File: config.mk
export PLATFORM = sky130hd
export DESIGN_NAME = mem_port_arbiter
export DESIGN_NICKNAME = d
export VERILOG_FILES = /design/src/rtl/mem_port_arbiter.sv
export SDC_FILE = /design/constraint.sdc
export NUM_CORES = 1
export LEC_CHECK = 0
export BUFFER_PORTS_ARGS = -buffer_cell sky130_fd_sc_hd__buf_2
export CORE_MARGIN = 2
export CORE_UTILIZATION = 50
export DETAILED_ROUTE_END_ITERATION = 8
export GPL_TIMING_DRIVEN = 0
export PLACE_DENSITY_LB_ADDON = 0.25
export SLEW_MARGIN = 20
export SYNTH_ARGS = -nofsm -noshare
export SYNTH_HDL_FRONTEND = slang
export SYNTH_SLANG_ARGS = --single-unit
File: constraint.sdc
create_clock -name clk -period 5.2 [get_ports clk]
set_input_delay 0.78 -clock clk [delete_from_list [all_inputs] [get_ports clk]]
set_output_delay 0.78 -clock clk [all_outputs]
set_load 0.01 [all_outputs]
File: src/rtl/mem_port_arbiter.sv
// Shares one single-port SRAM between instruction fetch and the MEM-stage data port.
// Each access runs IDLE -> ACCESS (WAIT_STATES+1 cycles) -> DONE, where DONE carries the ready pulse.
module mem_port_arbiter #(
    parameter int WAIT_STATES = 2,
    parameter int ADDR_W      = 16,
    parameter int DATA_BASE   = 1024,
    parameter int MAX_CONSEC  = 4
) (
    input  logic              clk,
    input  logic              rst,
    input  logic              if_req,
    input  logic [31:0]       if_addr,
    output logic [31:0]       if_rdata,
    output logic              if_ready,
    input  logic              mem_r_en,
    input  logic              mem_w_en,
    input  logic [31:0]       mem_addr,
    input  logic [31:0]       mem_wdata,
    output logic [31:0]       mem_rdata,
    output logic              mem_ready,
    output logic              if_freeze,
    output logic              mem_freeze,
    output logic [ADDR_W-1:0] sram_addr,
    output logic [31:0]       sram_wdata,
    input  logic [31:0]       sram_rdata,
    output logic              sram_ce_n,
    output logic              sram_oe_n,
    output logic              sram_we_n
);
    localparam logic [1:0] S_IDLE   = 2'd0;
    localparam logic [1:0] S_ACCESS = 2'd1;
    localparam logic [1:0] S_DONE   = 2'd2;
    localparam int CW = $clog2(MAX_CONSEC + 1);

    logic [1:0]        state;
    logic              own_if;
    logic              op_wr;
    logic [ADDR_W-1:0] lat_addr;
    logic [31:0]       lat_wdata;
    logic [3:0]        wait_cnt;
    logic [CW-1:0]     consec_cnt;
    logic              data_req;
    logic              grant_if;
    logic              grant_data;
    logic [31:0]       data_off;
    logic              unused_addr_bits;

    assign data_req   = mem_r_en | mem_w_en;
    // Data normally wins; a fetch starved for MAX_CONSEC data grants gets the next slot.
    assign grant_if   = if_req & (~data_req | (consec_cnt == CW'(MAX_CONSEC)));
    assign grant_data = data_req & ~grant_if;
    assign data_off   = mem_addr - 32'(DATA_BASE);

    assign unused_addr_bits = ^{if_addr[31:ADDR_W+2], if_addr[1:0],
                                data_off[31:ADDR_W+2], data_off[1:0]};

    always_ff @(posedge clk or negedge rst) begin
        if (!rst) begin
            state      <= S_IDLE;
            own_if     <= 1'b0;
            op_wr      <= 1'b0;
            lat_addr   <= '0;
            lat_wdata  <= '0;
            wait_cnt   <= '0;
            consec_cnt <= '0;
            if_rdata   <= '0;
            mem_rdata  <= '0;
            if_ready   <= 1'b0;
            mem_ready  <= 1'b0;
        end else begin
            case (state)
                S_IDLE: begin
                    if (grant_if || grant_data) begin
                        state    <= S_ACCESS;
                        own_if   <= grant_if;
                        op_wr    <= grant_data & mem_w_en;
                        lat_addr <= grant_if ? if_addr[ADDR_W+1:2] : data_off[ADDR_W+1:2];
                        wait_cnt <= 4'(WAIT_STATES);
                        if (grant_data)
                            lat_wdata <= mem_wdata;
                        if (grant_data && if_req) begin
                            if (consec_cnt != CW'(MAX_CONSEC))
                                consec_cnt <= consec_cnt + 1'b1;
                        end else begin
                            consec_cnt <= '0;
                        end
                    end
                end
                S_ACCESS: begin
                    if (wait_cnt == 4'd0) begin
                        state <= S_DONE;
                        if (own_if) begin
                            if_ready <= 1'b1;
                            if_rdata <= sram_rdata;
                        end else begin
                            mem_ready <= 1'b1;
                            if (!op_wr)
                                mem_rdata <= sram_rdata;
                        end
                    end else begin
                        wait_cnt <= wait_cnt - 4'd1;
                    end
                end
                S_DONE: begin
                    state     <= S_IDLE;
                    if_ready  <= 1'b0;
                    mem_ready <= 1'b0;
                end
                default: state <= S_IDLE;
            endcase
        end
    end

    // Strobes decode straight from state so an async reset releases the SRAM at once.
    assign sram_ce_n  = ~(state == S_ACCESS);
    assign sram_oe_n  = ~((state == S_ACCESS) & ~op_wr);
    assign sram_we_n  = ~((state == S_ACCESS) & op_wr);
    assign sram_addr  = lat_addr;
    assign sram_wdata = lat_wdata;

    assign if_freeze  = if_req & ~if_ready;
    assign mem_freeze = data_req & ~mem_ready;
endmodule

==> metrics <==
nets@finish 758; Fillers 756; DR vias/cell 5.07; Seq/Total Area, Yosys 0.590; post-CTS resize count 0; GRT overflow 0; Layout Skew 0.00883 ns; # rows 37; Routed wire per std cell 16.2 um; synth top area cells dfrtp_1, mux2_2, mux2_4; Setup Viol. Count Final 0; slew margin rel. 0.378; Overall Global Routing Usage 0.224; Leakage 3.75 nW; final hold violation count 0; H-tree Lvls 4; Initial Util 0.514; fin util 0.690; DPL Wire Length 9.23 mm; Post-Syn Instances 378; Worst setup EP type output pin; Tmin final 2.41 ns; CTS Root Cell clkbuf_8; setup TNS 0 ns; Final Cycle Share 0.463; hold_buf cts 0; Yosys warnings 0; setup ws final 2.79 ns; Worst R2R Start wait_cnt[0]; Worst path slowest cell dfrtp_1; drt pass-1 iters 4; Syn Nets 520; WL final 12.4 mm; Post-synth top flop dfrtp_1; Synth top cells by count dfrtp_1, mux2_2, mux2_4; Power Dens Cells 614 mW/mm2; largest net degree at the start of global routing 69; number of remaining DRC errors 0; initial DRC count 194; initial antenna violation count 0; Post-Place Worst Slack 2.50 ns; total I/O pin count 252; FF/Latch Area 0.00313 mm2; first-pass GRT wire length 19.7 mm; Hold Slack 0.239 ns; ys async rst share 1.00; arrival time worst endpoint 1.63 ns; Synth Area per Inst 14.0 um2; RePlAce Congestion 0.843; #FFs+latches synth 125; worst slew pin tran 0.921 ns; Crit Path Class flop to output pin; diode count 0; Peak VDD IR 0.000305 V; Area Overhead vs Synth 34.4%; Yosys cell types 39; RSZ-0062 raised after global routing false; clk buf depth 2; Fmax 416 MHz; critical path startpoint category flop; CTS buffer count 17; area leader, netlist dfrtp_1; clk slew on worst S/H paths 0.06 ns; port bufs 218; post-route ant nets 0; Post-synth EDFFs 0; critical path, cell by cell inv_1 -> ha_1 -> buf_2 -> inv_1 -> buf_2; max cap viols 0; # Post-CTS Setup Buffers 0; die area 0.0114 mm2; Via Count 3,865; Synth top area share 0.590; CP max FO 9; CP required 4.42 ns; number of global-route vias before repair 3,962; flop2flop setup slack 2.81 ns; layout cells sized above 1 0.573; crit-path max cell delay 0.39 ns; Max Slew Vio Count 0; Worst Hold Class input port to asynchronous set/reset pin; Clock Sinks 125; core footprint 0.0103 mm2; status complete, no violations; die height 107 um; cell with the most instances after synthesis dfrtp_1; FF-to-FF End if_rdata[23]; Worst Reg-to-Reg Cells 7; area of the multi-input gates 0.00202 mm2; Die X-Extent 107 um; Clock Latency Late Sink 0.51 ns; Cell Area, Synth 0.00530 mm2; CTS tree yes
per-layer routing:
layer	track usage	wire (um)
met3	0.0699	981
met2	0.359	5910
met1	0.282	5190
met5	0	0
met4	0.0946	282
worst max-delay path by stage:
stage                startpoint            end  slack, ns  depth (start not counted)
global placement            rst  sram_addr[15]       1.82                          1
CTS                    state[1]      sram_oe_n       2.74                          5
floorplan                if_req       state[1]       3.08                          4
finish                 state[1]      sram_ce_n       2.79                          5
global route        wait_cnt[0]   if_rdata[23]       2.65                          7
detailed placement     mem_r_en  sram_wdata[7]       2.50                          6
critical path, delay by kind of cell (launching register included):
family / cells / cell delay (ns)
fa+ha+maj: 1 / 0.16
flops: 1 / 0.39
buf+inv: 4 / 0.56
cells in the final DEF, fill, tap and decap left out, types with 2 or more instances in the layout:
cell type and count:
nor3_1 2, a21oi_1 8, mux2_2 67, mux2i_1 12, nor2_1 8, a21boi_0 2
buf_6 5, and2_1 3, o2bb2ai_1 3, o21ai_0 20, nand2b_1 3, clkbuf_16 16
nand2_1 23, mux2_4 30, nand3_1 3, o31ai_1 5, or4_1 2, clkinv_2 6
or3_1 3, dfrtp_1 125, clkinvlp_4 3, buf_2 226, ha_1 9, clkbuf_1 6
inv_1 12, clkinv_4 2, clkbuf_8 2, a21o_1 3
layout make-up:
cell class | instances | area share
inverters | 12 | 0.00632
well taps | 136 | 0.0239
plain buffers | 19 | 0.0158
repair buffers | 219 | 0.158
clock inverters | 12 | 0.0140
clock buffers | 18 | 0.0601
multi-input cells | 222 | 0.283
flip-flops and latches | 125 | 0.439
state kept, by name, summed over array words and instances (netlist names):
| register | flops |
|---|---|
| consec_cnt | 3 |
| if_rdata | 32 |
| if_ready | 1 |
| mem_rdata | 32 |
| mem_ready | 1 |
| op_wr | 1 |
| own_if | 1 |
| sram_addr | 16 |
| sram_wdata | 32 |
| state | 2 |
| wait_cnt | 4 |
cells by family after synthesis:
group / Yosys count / share of synthesized area
AO/OA/AOI/OAI: 48 / 0.0564
multiplexers: 109 / 0.250
flip-flops: 125 / 0.590
adder cells (fa/ha/maj): 9 / 0.0212
AND/OR/NAND/NOR: 54 / 0.0496
XOR/XNOR: 2 / 0.00330
buffers and inverters: 31 / 0.0297
through the flow:
| step | std cells | cell area [um2] | power, W |
|---|---|---|---|
| after CTS | 763 | 7130 | 0.00442 |
| after global placement | 732 | 6560 | 0.00328 |
| after detailed placement | 733 | 6600 | 0.00335 |
| final | 763 | 7130 | 0.00438 |
| after global routing | 763 | 7130 | 0.00466 |
| after floorplan | 378 | 5300 | 0.00265 |
power breakdown:
part | leakage, nW | switching (W) | total (W) | internal [W]
registers | 1.54 | 0.000239 | 0.00167 | 0.00143
clock network | 0.258 | 0.000414 | 0.00105 | 0.000635
logic | 1.95 | 0.000806 | 0.00166 | 0.000854
(Power assumes the default switching activity.)
